<file path="src/rtl/fft_mag_writer_if.sv">
// rtl/fft_mag_writer_if.sv - FFT core output stream bundle (tdata/tvalid/tlast/tready)
interface fft_mag_writer_if;
  logic [31:0] fft_tdata;
  logic        fft_tvalid;
  logic        fft_tlast;
  logic        fft_tready;

  modport master (output fft_tdata, fft_tvalid, fft_tlast, input fft_tready);
  modport slave  (input fft_tdata, fft_tvalid, fft_tlast, output fft_tready);
endinterface

</file>
<file path="src/rtl/fft_mag_writer.sv">
// rtl/fft_mag_writer.sv - FFT bin magnitude writer into the sampler's BRAM; DC_BLANK_EN zeroes low bins
module fft_mag_writer #(
  parameter int FRAME_LEN     = 1024,
  parameter int ADDR_W        = 10,
  parameter int DC_BLANK_BINS = 4
) (
  input  logic              clk,
  input  logic              rst,
  fft_mag_writer_if.slave   fft,
  input  logic              sampler_done,
  output logic [ADDR_W-1:0] wr_addr,
  output logic [15:0]       wr_data,
  output logic              wr_en,
  output logic              sampler_start,
  output logic [7:0]        frames_dropped,
  output logic [7:0]        framing_errors
);
  typedef enum logic [1:0] {SYNC, ARMED, CAPTURE, DROP} state_t;

  localparam logic [ADDR_W-1:0] LAST_BIN  = ADDR_W'(FRAME_LEN - 1);
  localparam logic [ADDR_W-1:0] BLANK_LIM = ADDR_W'(DC_BLANK_BINS);
`ifdef DC_BLANK_EN
  localparam logic BLANK_EN = 1'b1;
`else
  localparam logic BLANK_EN = 1'b0;
`endif

  state_t            state;
  logic [ADDR_W-1:0] bin;
  logic              start_pending, start_d1, start_d2;
  logic [15:0]       a1, b1;
  logic [ADDR_W-1:0] addr1;
  logic              cap1, blank1;
  logic              beat, sample_ok, take;
  logic [15:0]       re, im, mx, mn;

  assign fft.fft_tready = !rst;
  assign beat      = fft.fft_tvalid && fft.fft_tready;
  assign re        = fft.fft_tdata[15:0];
  assign im        = fft.fft_tdata[31:16];
  assign sample_ok = sampler_done && !start_pending;
  assign take      = beat && (state == CAPTURE || (state == ARMED && sample_ok));
  assign mx        = (a1 > b1) ? a1 : b1;
  assign mn        = (a1 > b1) ? b1 : a1;

  function automatic logic [7:0] sat_inc(input logic [7:0] v);
    return (v == 8'hFF) ? v : v + 8'd1;
  endfunction

  always_ff @(posedge clk) begin
    if (rst) begin
      state          <= SYNC;
      bin            <= '0;
      start_pending  <= 1'b0;
      start_d1       <= 1'b0;
      start_d2       <= 1'b0;
      sampler_start  <= 1'b0;
      a1             <= '0;
      b1             <= '0;
      addr1          <= '0;
      cap1           <= 1'b0;
      blank1         <= 1'b0;
      wr_en          <= 1'b0;
      wr_addr        <= '0;
      wr_data        <= '0;
      frames_dropped <= '0;
      framing_errors <= '0;
    end else begin
      // Stage 1: absolute values; the unsigned 16-bit negate maps -32768 to 32768.
      cap1   <= take;
      addr1  <= bin;
      blank1 <= BLANK_EN && (bin < BLANK_LIM);
      a1     <= re[15] ? -re : re;
      b1     <= im[15] ? -im : im;
      wr_en  <= cap1;
      if (cap1) begin
        wr_addr <= addr1;
        wr_data <= blank1 ? 16'd0 : mx + (mn >> 2);
      end
      // Start trails the last write by one cycle; pending covers the gap until then.
      start_d1      <= 1'b0;
      start_d2      <= start_d1;
      sampler_start <= start_d2;
      if (start_d2) start_pending <= 1'b0;

      if (beat) begin
        case (state)
          SYNC: if (fft.fft_tlast) state <= ARMED;
          ARMED: begin
            if (!sample_ok) begin
              if (fft.fft_tlast) frames_dropped <= sat_inc(frames_dropped);
              else               state <= DROP;
            end else if (fft.fft_tlast) begin
              framing_errors <= sat_inc(framing_errors);
            end else begin
              bin   <= bin + 1'b1;
              state <= CAPTURE;
            end
          end
          CAPTURE: begin
            if (fft.fft_tlast) begin
              if (bin == LAST_BIN) begin
                start_pending <= 1'b1;
                start_d1      <= 1'b1;
              end else begin
                framing_errors <= sat_inc(framing_errors);
              end
              bin   <= '0;
              state <= ARMED;
            end else if (bin == LAST_BIN) begin
              framing_errors <= sat_inc(framing_errors);
              bin   <= '0;
              state <= SYNC;
            end else begin
              bin <= bin + 1'b1;
            end
          end
          DROP: begin
            if (fft.fft_tlast) begin
              frames_dropped <= sat_inc(frames_dropped);
              state          <= ARMED;
            end
          end
        endcase
      end
    end
  end
endmodule

</file>
<file path="src/flat_wrapper.sv">
// flat-port wrapper written by rule: the top's interface ports become plain ports
module fft_mag_writer_flat 
#(
  parameter int FRAME_LEN     = 1024,
  parameter int ADDR_W        = 10,
  parameter int DC_BLANK_BINS = 4
)
  (clk, rst, sampler_done, wr_addr, wr_data, wr_en, sampler_start, frames_dropped, framing_errors, fft_fft_tdata, fft_fft_tvalid, fft_fft_tlast, fft_fft_tready);
  fft_mag_writer_if fft_i ();
  input  logic clk;
  input  logic rst;
  input  logic sampler_done;
  output logic [ADDR_W-1:0] wr_addr;
  output logic [15:0] wr_data;
  output logic wr_en;
  output logic sampler_start;
  output logic [7:0] frames_dropped;
  output logic [7:0] framing_errors;
  input wire logic [$bits(fft_i.fft_tdata)-1:0] fft_fft_tdata;
  input wire logic [$bits(fft_i.fft_tvalid)-1:0] fft_fft_tvalid;
  input wire logic [$bits(fft_i.fft_tlast)-1:0] fft_fft_tlast;
  output wire logic [$bits(fft_i.fft_tready)-1:0] fft_fft_tready;
  assign fft_i.fft_tdata = fft_fft_tdata;
  assign fft_i.fft_tvalid = fft_fft_tvalid;
  assign fft_i.fft_tlast = fft_fft_tlast;
  assign fft_fft_tready = fft_i.fft_tready;
  fft_mag_writer #(.FRAME_LEN(FRAME_LEN), .ADDR_W(ADDR_W), .DC_BLANK_BINS(DC_BLANK_BINS)) u_core (.clk(clk), .rst(rst), .fft(fft_i), .sampler_done(sampler_done), .wr_addr(wr_addr), .wr_data(wr_data), .wr_en(wr_en), .sampler_start(sampler_start), .frames_dropped(frames_dropped), .framing_errors(framing_errors));
endmodule
</file>
<file path="config.mk">
export PLATFORM = sky130hd
export DESIGN_NAME = fft_mag_writer_flat
export DESIGN_NICKNAME = d
export VERILOG_FILES = /design/src/rtl/fft_mag_writer_if.sv /design/src/rtl/fft_mag_writer.sv /design/src/flat_wrapper.sv
export SDC_FILE = /design/constraint.sdc
export NUM_CORES = 1
export LEC_CHECK = 0
export ABC_AREA = 1
export CORE_ASPECT_RATIO = 1.5
export CORE_MARGIN = 5
export CORE_UTILIZATION = 39
export DETAILED_ROUTE_END_ITERATION = 10
export PLACE_DENSITY = 0.62
export SLEW_MARGIN = 20
export SYNTH_ARGS = -nofsm -noshare
export SYNTH_HDL_FRONTEND = slang
export SYNTH_SLANG_ARGS = --single-unit
</file>
<file path="constraint.sdc">
create_clock -name clk -period 3.17 [get_ports clk]
set_input_delay 0.634 -clock clk [delete_from_list [all_inputs] [get_ports clk]]
set_output_delay 0.634 -clock clk [all_outputs]
set_load 0.1 [all_outputs]
</file>
### Word-level counts from Yosys, hierarchy flattened

Index checks and enable logic that the tools add are counted.
Widths: inputs -> output; s select.

| storage, ports and cells | value |
|---|---|
| register bits | 102 |
| bits of input ports | 37 |

| operators by class | value |
|---|---|
| $lt $le $gt $ge | 1 |
| bitwise operators | 5 |
| equal/unequal tests | 13 |
| reductions and logical operators | 18 |
| add/sub/neg operators | 6 |
| muxes and demuxes | 33 |

Operator list:

| cell | count |
|---|---|
| $mux 8 | 9 |
| $mux 10 | 4 |
| $mux 16 | 2 |
| $neg 16->16 | 2 |
| $pmux 8 s2 | 2 |
| $mux 15 | 2 |
| $pmux 10 s2 | 1 |
| $add 16x14->16 | 1 |
| $add 8x1->8 const B | 2 |
| $eq 8x8->1 const B | 2 |
| $gt 16x16->1 | 1 |
| $mux 2 | 6 |
| $add 10x1->10 const B | 1 |
| $eq 10x10->1 const B | 1 |
| $reduce_and 4->1 | 2 |
| $mux 1 | 6 |
| $ne 2x2->1 const B | 3 |
| $ne 3x3->1 const B | 2 |
| $pmux 2 s3 | 1 |
| $reduce_and 6->1 | 1 |
| $reduce_or 2->1 | 3 |
| $not 1->1 | 5 |
| $eq 2x2->1 const B | 2 |
| $logic_and 1x1->1 | 4 |
| 8 further kinds | 11 |

### Logic depth before layout (Yosys ltp)

Gate-level depths: netlist of the first run.

| depth | value |
|---|---|
| word-level depth | 5 |
| mapped depth | 28 |

### Least setup slack after synthesis of the first run

No wires, ideal clock.

| timing | value |
|---|---|
| path kind | register to register |
| start point | reg u_core.b1[15] |
| end point | reg u_core.wr_data[12] |
| arrival | 3.325 ns |
| buffers on the path | 2 |
| path slack | -0.211 ns |
| cell stages (with the launch flop) | 24 |
| required time | 3.114 ns |
| cells stage by stage | dfxtp_1 inv_1 ha_1 nand2_1 nor3_1 nand2_1 nand2_1 nand2_1 buf_2 buf_2 nand2_1 o21ai_0 ha_1 fa_1 nand3_1 nand2_1 a21oi_1 nor2_1 o22ai_1 o21bai_1 or2_2 nand3_1 nand2_1 inv_1 |

| on the way | value |
|---|---|
| longest elaborated chain between the ends | 3 |

Ends and longest elaborated chain:

| item | RTL line | source |
|---|---|---|
| from (decl) | fft_mag_writer.sv:31 | `logic [15:0] a1, b1;` |
| from (signal assigned) | fft_mag_writer.sv:74 | `b1 <= im[15] ? -im : im;` |
| $gt 16x16->1 (*) | fft_mag_writer.sv:43, fft_mag_writer.sv:44 |  |
| $mux 16, on equally long branches | fft_mag_writer.sv:43, fft_mag_writer.sv:44 |  |
| $add 16x14->16 (*) | fft_mag_writer.sv:78 | `wr_data <= blank1 ? 16'd0 : mx + (mn >> 2);` |
| to (signal assigned) | fft_mag_writer.sv:78 |  |
| to (decl) | fft_mag_writer.sv:12 | `output logic [15:0] wr_data,` |

Every way passes the cells marked *; elsewhere a longest branch is shown, timed or not.
A chain may end at the register's enable or synchronous reset.

### Worst setup path after layout of the first run

| timing | value |
|---|---|
| start point | reg u_core.b1[11] |
| end point | reg u_core.wr_data[10] |

| on the way | value |
|---|---|
| longest elaborated chain between the ends | 3 |

Ends and longest elaborated chain:

| item | RTL line |
|---|---|
| $gt 16x16->1 | fft_mag_writer.sv:43, fft_mag_writer.sv:44 |
| $mux 16, on equally long branches | fft_mag_writer.sv:43, fft_mag_writer.sv:44 |
| $add 16x14->16 (*) | fft_mag_writer.sv:78 |

Marks and branches as above.

==> flow_summary.json, run 1 <==
{
  "max_stage_delay_ns": 0.35,
  "grt.busiest_layer": "met2",
  "drc": 0,
  "yosys-top-cells-area": "dfxtp_1 (37%), ha_1 (8.4%), nor2_1 (8.0%)",
  "clock_latency_ns": 0.35,
  "yosysTopAreaCellShare": 0.372,
  "ant_nets": 0,
  "p_sw_mw": 1.19,
  "pwr-share-clk": 0.310,
  "cts_buffer_depth": 2,
  "place_hpwl_um": 10800,
  "hp-class": "flop to flop",
  "cts_tree": "yes",
  "max_cap_viol_count": 0,
  "place_ws_ns": -0.0965,
  "crit_chain": "inv_2, ha_4, nand4_1, nor3_2, nand2_1, nand2_2, nand2_4, buf_6, nand2_1, o21ai_2, ha_2, fa_2, nand3_2, nand2_2, a21oi_2, nor2_2, o22ai_2, buf_4, or2_2, nand3_1, o211ai_1, inv_1",
  "crit_end": "u_core.wr_data[10]",
  "crit_fanout": 6,
  "cts_root_buffer": "clkbuf_16",
  "grtUsageMet2": 0.356,
  "tightest_slew_ns": 0.577,
  "power.density_nw_per_um2": 486,
  "fp-row-count": 53,
  "finalPower_mw": 3.59,
  "hold_viol": 0,
  "cpMaxStageDelayCell": "fa_2",
  "wl_per_cell_um": 13.1,
  "grt.met1_usage": 0.171,
  "cts.sinks": 102,
  "synth-seq-area-share": 0.372,
  "vias": 5486,
  "dieArea_um2": 16600,
  "synth_nets": 866,
  "required_ns": 3.41,
  "ys_ff_latch": 102,
  "cts_made_buffers": 9,
  "path_class": "flop to flop",
  "r2r_end": "u_core.wr_data[10]",
  "internal-power_mw": 2.40,
  "antenna_cells": 0,
  "gr-total-overflow": 0,
  "antenna_found_initial": 0,
  "areaGrowthSynthToFinish_pct": 34.3,
  "ys_warn_count": 0,
  "synth_edf_count": 0,
  "most-common-layout-cells": "nor2_1 (112), buf_4 (110), nand2_1 (109)",
  "min_period_ns": 3.17,
  "power_frac_seq": 0.373,
  "grt_pass1_wl_um": 23300,
  "fin_crit_sh": 0.998,
  "synth_cells": 791,
  "max_freq_mhz": 316,
  "reg2reg_depth": 22,
  "maxSlewViolCount": 0,
  "core_area_um2": 13900,
  "grt_use_met3": 0.0257,
  "wirelength_um": 14500,
  "setup-violations-final": 0,
  "worst_slack_ns": 0.00490,
  "clock_skew_ns": 0.00784,
  "reg2reg_setup_slack_ns": 0.005,
  "cts.clk_slew.worst_paths_ns": 0.08,
  "die_h_um": 155,
  "start_kind": "flop",
  "peakVddDrop_mv": 0.246,
  "pwr-share-comb": 0.317,
  "final_common_cell": "nor2_1",
  "start_util": 0.395,
  "rsz0062_at_grt": "true",
  "power.leakage_nw": 3.45,
  "cts_hold_buf": 0,
  "status": "completed",
  "portBuffers": 81,
  "chipWidth_um": 107,
  "grt_max_degree": 44,
  "cp_data_arrival_time_ns": 3.41,
  "fin_nets": 1005,
  "relSlewSlack": 0.613,
  "synth-async-reset-ratio": 0,
  "ios": 82,
  "firstDrtPassIters": 7,
  "worstSetupStartpoint": "u_core.b1[11]",
  "syn_area_um2": 5500,
  "synth.distinct_cells": 43,
  "track_usage": 0.174,
  "grt_pass1_vias": 5276,
  "syn_area_per_cell_um2": 6.95,
  "synth_top_cell_by_area": "dfxtp_1",
  "drive_gt1_frac": 0.204,
  "gp_congestion": 0.825,
  "vias_per_cell": 4.99,
  "end_kind": "flop",
  "whs_ns": 0.404,
  "min_path_cells": 2,
  "reg2reg_from": "u_core.b1[11]",
  "ys.flop_type": "dfxtp_1",
  "switching_share": 0.330,
  "drt_iter0_drc": 208,
  "ctsHtreeMaxLevel": 3
}
-- area by class of cell --
type                       instances  area (um2)
clock buffer                       9         225
sequential                       102        2050
inverter                         114         428
clock inverter                     7        76.3
timing repair buffer             152        1280
fill                            1408        6540
multi-input combinational        551        3120
tap                              165         206
-- worst max-delay path, delay by kind of cell (launching register included) --
| kind | cells | cell delay (ns) |
|---|---|---|
| DFF | 1 | 0.33 |
| adders and majority gates | 3 | 0.80 |
| and+or+nand+nor | 11 | 1.15 |
| buffers and inverters | 4 | 0.36 |
| AOI/OAI and AO/OA | 4 | 0.42 |
-- power groups by stage --
| stage | clock (mW) | sequential, mW | combinational [mW] |
|---|---|---|---|
| global route | 1.20 | 1.34 | 1.27 |
| floorplan | 0 | 1.42 | 0.562 |
| detailed placement | 0 | 1.37 | 1.02 |
| CTS | 1.15 | 1.34 | 1.04 |
| global placement | 0 | 1.37 | 1.02 |
| finish | 1.11 | 1.34 | 1.14 |
-- per-stage QoR --
stage,utilization,area (um2),setup TNS [ns],instances
after CTS,0.515,7170,0,1094
after global placement,0.492,6850,-0.0411,1078
final,0.530,7380,0,1100
after floorplan,-,5560,0,791
after global routing,0.530,7380,-1.48,1100
after detailed placement,0.492,6850,-0.106,1078
-- what timing repair did --
| action | CTS | global route |
|---|---|---|
| hold endpoints to repair | 0 | 0 |
| gates cloned | 0 | 1 |
| setup endpoints to repair | 4 | 10 |
| gates resized for setup | 3 | 46 |
| buffers inserted | 0 | 5 |
| pin swaps | 1 | 27 |
-- per-layer routing --
layer	part of all wire	vias up
met5	0	-
met4	0.021	0
met3	0.025	17
met2	0.58	69
met1	0.38	2520
li1	-	2880
-- worst min-delay path by stage --
stage                          from         endpoint
floorplan           u_core.start_d1  u_core.start_d2
global placement    u_core.start_d1  u_core.start_d2
detailed placement  u_core.start_d1  u_core.start_d2
CTS                 u_core.start_d1  u_core.start_d2
global route        u_core.start_d1  u_core.start_d2
finish              u_core.start_d1  u_core.start_d2
-- state kept, by name, summed over array words and instances (netlist names), 2 cells and up --
register	count
u_core.bin	10
u_core.framing_errors	8
u_core.frames_dropped	8
u_core.wr_data	16
u_core.addr1	10
u_core.state	2
u_core.wr_addr	10
u_core.a1	16
u_core.b1	16
-- Yosys cell counts, types with 3 or more instances --
master and number:
nor2_1 117, nand2_1 114, inv_1 109, dfxtp_1 102, a21oi_1 82, o21ai_0 76, ha_1 37, nand3_1 30
nor3_1 30, clkbuf_1 15, nand4_1 12, xor2_1 9, a31oi_1 5, buf_1 5, and3_1 3, buf_2 3
inv_2 3, nor3b_1 3, nor4_1 3
-- logic make-up (layout without fill, tap and decap cells) --
kind of cell             after synthesis  in the layout  share of synthesized area
XOR/XNOR                              11             11                     0.0175
buffers and inverters                138            282                     0.0963
AO/OA/AOI/OAI                        180            180                      0.175
flip-flops                           102            102                      0.372
AND/OR/NAND/NOR                      322            322                      0.252
adder cells (fa/ha/maj)               38             38                     0.0879
Power figures use the tool's default switching activity.
==> inputs of run 2 (changes only) <==
--- a/config.mk
+++ b/config.mk
@@ -11,6 +11,7 @@
 export CORE_UTILIZATION = 39
 export DETAILED_ROUTE_END_ITERATION = 10
 export PLACE_DENSITY = 0.62
+export SKIP_CTS_REPAIR_TIMING = 1
 export SLEW_MARGIN = 20
 export SYNTH_ARGS = -nofsm -noshare
 export SYNTH_HDL_FRONTEND = slang
==> flow_summary.json, run 2 (synthesis gave the netlist of run 1 again) <==
{
  "status": "completed",
  "cts_buffer_depth": 2,
  "placed_cell_area_um2": 6850,
  "maxSlewViolCount": 0,
  "setup-violations-final": 0,
  "ios": 82,
  "path_class": "flop to flop",
  "core_area_um2": 13900,
  "max_cap_viol_count": 0,
  "relSlewSlack": 0.623,
  "start_kind": "flop",
  "max_freq_mhz": 323,
  "most-common-layout-cells": "buf_4 (113), nor2_1 (112), nand2_1 (109)",
  "worstSetupStartpoint": "u_core.b1[8]",
  "reg2reg_setup_slack_ns": 0.07,
  "ctsHtreeMaxLevel": 3,
  "final_common_cell": "buf_4",
  "grt_max_degree": 44,
  "fin_nets": 1007,
  "power.density_nw_per_um2": 483,
  "min_path_cells": 2,
  "cts_tree": "yes",
  "required_ns": 3.41,
  "drt_iter0_drc": 228,
  "drive_gt1_frac": 0.218,
  "worst_slack_ns": 0.0721,
  "end_kind": "flop",
  "place_hpwl_um": 10800,
  "whs_endpoint": "u_core.start_d2",
  "cp_data_arrival_time_ns": 3.34,
  "fp-row-count": 53,
  "ant_nets": 0,
  "power.leakage_nw": 3.45,
  "crit_fanout": 21,
  "hold_start": "u_core.start_d1",
  "chipWidth_um": 107,
  "antenna_found_initial": 0,
  "fin_setup_tns_ns": 0,
  "grt_pass1_wl_um": 23200,
  "vias": 5501,
  "fin_crit_sh": 0.977,
  "wl_per_cell_um": 13.2,
  "cts.sinks": 102,
  "r2r_end": "u_core.wr_data[15]",
  "cts.clk_slew.worst_paths_ns": 0.08,
  "cts_made_buffers": 9,
  "portBuffers": 81,
  "start_util": 0.395,
  "dieArea_um2": 16600,
  "peakVddDrop_mv": 0.245,
  "firstDrtPassIters": 5,
  "gr-total-overflow": 0,
  "final_cell_area_um2": 7450,
  "track_usage": 0.173,
  "rsz0062_at_grt": "true",
  "reg2reg_from": "u_core.b1[8]",
  "clock_latency_ns": 0.35,
  "gp_congestion": 0.825,
  "reg2reg_depth": 22,
  "min_period_ns": 3.10,
  "tightest_slew_ns": 0.562,
  "wirelength_um": 14500,
  "drc": 0,
  "largest_registers": "u_core.a1 x16, u_core.b1 x16, u_core.wr_data x16",
  "hp-class": "flop to flop",
  "whs_ns": 0.403,
  "areaGrowthSynthToFinish_pct": 35.6,
  "place_ws_ns": -0.0965,
  "clock_skew_ns": 0.00900,
  "die_h_um": 155,
  "vias_per_cell": 4.99,
  "antenna_cells": 0,
  "hold_viol": 0,
  "grt_pass1_vias": 5250,
  "cts_root_buffer": "clkbuf_16"
}
run 2: changes by cell type in the layout (fill, tap and decap cells not counted), sizes merged:
cell / before / now
buf: 116 / 117
nand2: 116 / 117
run 2: how the worst max path moves through the flow:
stage | endpoint | slack (ns) | cells after the start
5_1_grt | u_core.wr_data[15] | -0.19 | 22
3_3_place_gp | u_core.wr_data[12] | -0.04 | 25
3_5_place_dp | u_core.wr_data[12] | -0.1 | 21
2_1_floorplan | u_core.wr_data[12] | 0.04 | 23
4_1_cts | u_core.wr_data[12] | -0.12 | 21
6_report | u_core.wr_data[15] | 0.07 | 22
run 2: final cells by class:
| type | count | area (um2) |
|---|---|---|
| clock buffer | 9 | 225 |
| multi-input combinational | 552 | 3190 |
| sequential | 102 | 2050 |
| fill | 1387 | 6470 |
| clock inverter | 7 | 76.3 |
| tap | 165 | 206 |
| inverter | 114 | 428 |
| timing repair buffer | 153 | 1280 |
run 2: stage by stage:
stage           util  instances  power (mW)
2_1_floorplan      -        791        1.98
4_1_cts        0.514       1094        3.52
6_report       0.535       1102        3.60
3_3_place_gp   0.492       1078        2.39
3_5_place_dp   0.492       1078        2.39
5_1_grt        0.535       1102        3.82
run 2: worst max-delay path, stage by stage, from the launching register on:
cell and delay [ns]:
dfxtp_1 0.31, inv_1 0.05, ha_1 0.27, nand4_1 0.15, nor3_4 0.19, nand2_1 0.10
nand2_2 0.12, nand2_4 0.10, clkbuf_16 0.19, nand2_1 0.06, o21ai_0 0.08, ha_1 0.34
inv_1 0.09, nor3_2 0.20, nand3_1 0.11, nand3_2 0.08, nand2_1 0.07, inv_1 0.07
nand4_1 0.12, nand3_1 0.09, nand2_1 0.05, nor2_1 0.11, nor2_1 0.04
run 2: report_power, final:
part / leakage (nW) / internal, mW / switching [mW]
sequential: 0.833 / 1.32 / 0.0237
clock: 0.149 / 0.563 / 0.555
combinational: 2.47 / 0.529 / 0.612
total: 3.45 / 2.41 / 1.19
run 2: per-layer routing:
metal / vias up / track usage / wire length [um]
li1: 2888 / - / -
met1: 2536 / 0.172 / 5460
met2: 60 / 0.355 / 8440
met3: 17 / 0.0257 / 332
met4: 0 / 0.0579 / 272
met5: - / 0 / 0
==> inputs of run 3 (changes only) <==
--- a/config.mk
+++ b/config.mk
@@ -6,7 +6,6 @@
 export NUM_CORES = 1
 export LEC_CHECK = 0
 export ABC_AREA = 1
-export CORE_ASPECT_RATIO = 1.5
 export CORE_MARGIN = 5
 export CORE_UTILIZATION = 39
 export DETAILED_ROUTE_END_ITERATION = 10
==> flow_summary.json, run 3 (synthesis gave the netlist of run 1 again) <==
{
  "status": "completed",
  "final_common_cell": "nor2_1",
  "power.leakage_nw": 3.35,
  "cts_root_buffer": "clkbuf_16",
  "gr-total-overflow": 0,
  "wl_per_cell_um": 12.2,
  "fin_nets": 985,
  "antenna_found_initial": 0,
  "tightest_slew_ns": 0.578,
  "fp-row-count": 43,
  "vias_per_cell": 4.82,
  "chipWidth_um": 129,
  "gp_congestion": 0.810,
  "max_cap_viol_count": 0,
  "reg2reg_from": "u_core.b1[11]",
  "grt_max_degree": 41,
  "peakVddDrop_mv": 0.283,
  "end_kind": "flop",
  "start_kind": "flop",
  "core_area_um2": 13800,
  "fin_cells": 1095,
  "final_cell_area_um2": 7300,
  "max_freq_mhz": 316,
  "dr_wl_met2_um": 6690,
  "crit_fanout": 17,
  "ios": 82,
  "rsz0062_at_grt": "true",
  "maxSlewViolCount": 0,
  "die_h_um": 129,
  "clock_latency_ns": 0.35,
  "wirelength_um": 13400,
  "hold_viol": 0,
  "firstDrtPassIters": 4,
  "required_ns": 3.42,
  "most-common-layout-cells": "nor2_1 (111), nand2_1 (109), inv_1 (105)",
  "ctsHtreeMaxLevel": 3,
  "drive_gt1_frac": 0.186,
  "cts_made_buffers": 9,
  "vias": 5277,
  "relSlewSlack": 0.613,
  "r2r_end": "u_core.wr_data[15]",
  "placed_cell_area_um2": 6710,
  "cts_buffer_depth": 2,
  "worst_slack_ns": 0.00719,
  "hp-class": "flop to flop",
  "dieArea_um2": 16600,
  "highest_layer": "met4",
  "largest_registers": "u_core.a1 x16, u_core.b1 x16, u_core.wr_data x16",
  "portBuffers": 81,
  "place_hpwl_um": 9900,
  "grt_pass1_wl_um": 21900,
  "min_period_ns": 3.16,
  "start_util": 0.398,
  "drc": 0,
  "power.density_nw_per_um2": 483,
  "clock_skew_ns": 0.00850,
  "setup-violations-final": 0,
  "reg2reg_depth": 23,
  "track_usage": 0.161,
  "crit_end": "u_core.wr_data[15]",
  "path_class": "flop to flop",
  "hold_start": "u_core.start_d1",
  "ant_nets": 0,
  "cts_tree": "yes",
  "wl_met1_um": 5960,
  "fin_crit_sh": 0.998,
  "worstSetupStartpoint": "u_core.b1[11]",
  "reg2reg_setup_slack_ns": 0.007,
  "cp_data_arrival_time_ns": 3.41,
  "drt_iter0_drc": 273,
  "grt_pass1_vias": 4834,
  "dpl.cell_count": 1070,
  "cts.sinks": 102,
  "place_ws_ns": -0.0520,
  "areaGrowthSynthToFinish_pct": 32.8,
  "antenna_cells": 0,
  "wl_met3_um": 523,
  "cts.clk_slew.worst_paths_ns": 0.07
}
run 3: cell types whose count changed in the layout (fill, tap and decap cells not counted), moves of 4 or more:
cell / before / now
o21ai_1: 5 / 9
dfxtp_2: 6 / 2
buf_4: 113 / 90
dfxtp_1: 96 / 100
run 3: area by class of cell:
class	instances	area [um2]
fill	1382	6530
multi-input combinational	551	3130
sequential	102	2040
timing repair buffer	132	1170
inverter	114	428
clock buffer	10	239
tap	180	225
clock inverter	6	60.1
run 3: power by group:
group	leakage, nW	internal, mW	switching [mW]
combinational	2.38	0.513	0.576
sequential	0.832	1.32	0.0254
clock	0.140	0.572	0.522
run 3: worst max-delay path, stage by stage (launching register included):
cell	delay, ns
dfxtp_1	0.32
inv_2	0.06
ha_4	0.27
nand4_1	0.12
nor3_2	0.22
nand2_1	0.10
nand2_2	0.09
nand2_4	0.09
buf_12	0.15
clkbuf_16	0.16
nand2_1	0.05
o21ai_1	0.07
ha_1	0.33
nand2_2	0.08
nor3_2	0.20
nand3_1	0.12
nand3_2	0.10
nand2_2	0.05
inv_1	0.06
nand4_1	0.10
nand3_1	0.10
nand2_1	0.05
nor2_1	0.12
nor2_1	0.05
run 3: worst min-delay path by stage:
stage / cells past startpoint / end / slack (ns)
after floorplan: 2 / u_core.start_d2 / 0.39
after global routing: 2 / u_core.start_d2 / 0.43
after CTS: 2 / u_core.start_d2 / 0.42
final: 2 / u_core.start_d2 / 0.41
after detailed placement: 2 / u_core.start_d2 / 0.41
after global placement: 2 / u_core.start_d2 / 0.39
run 3: per-stage QoR:
stage | hold WS [ns] | TNS [ns] | util | total power, mW
after floorplan | 0.388 | 0 | - | 1.98
after global placement | 0.394 | -0.00713 | 0.485 | 2.32
after detailed placement | 0.406 | -0.105 | 0.485 | 2.32
after CTS | 0.418 | -0.194 | 0.507 | 3.44
after global routing | 0.427 | -1.48 | 0.528 | 3.75
final | 0.412 | 0 | 0.528 | 3.53
run 3: metal layers:
metal  vias to the layer above  GRT usage
li1                       2846          -
met1                      2340      0.195
met2                        75      0.286
met3                        16     0.0320
met4                         0     0.0531
met5                         -          0
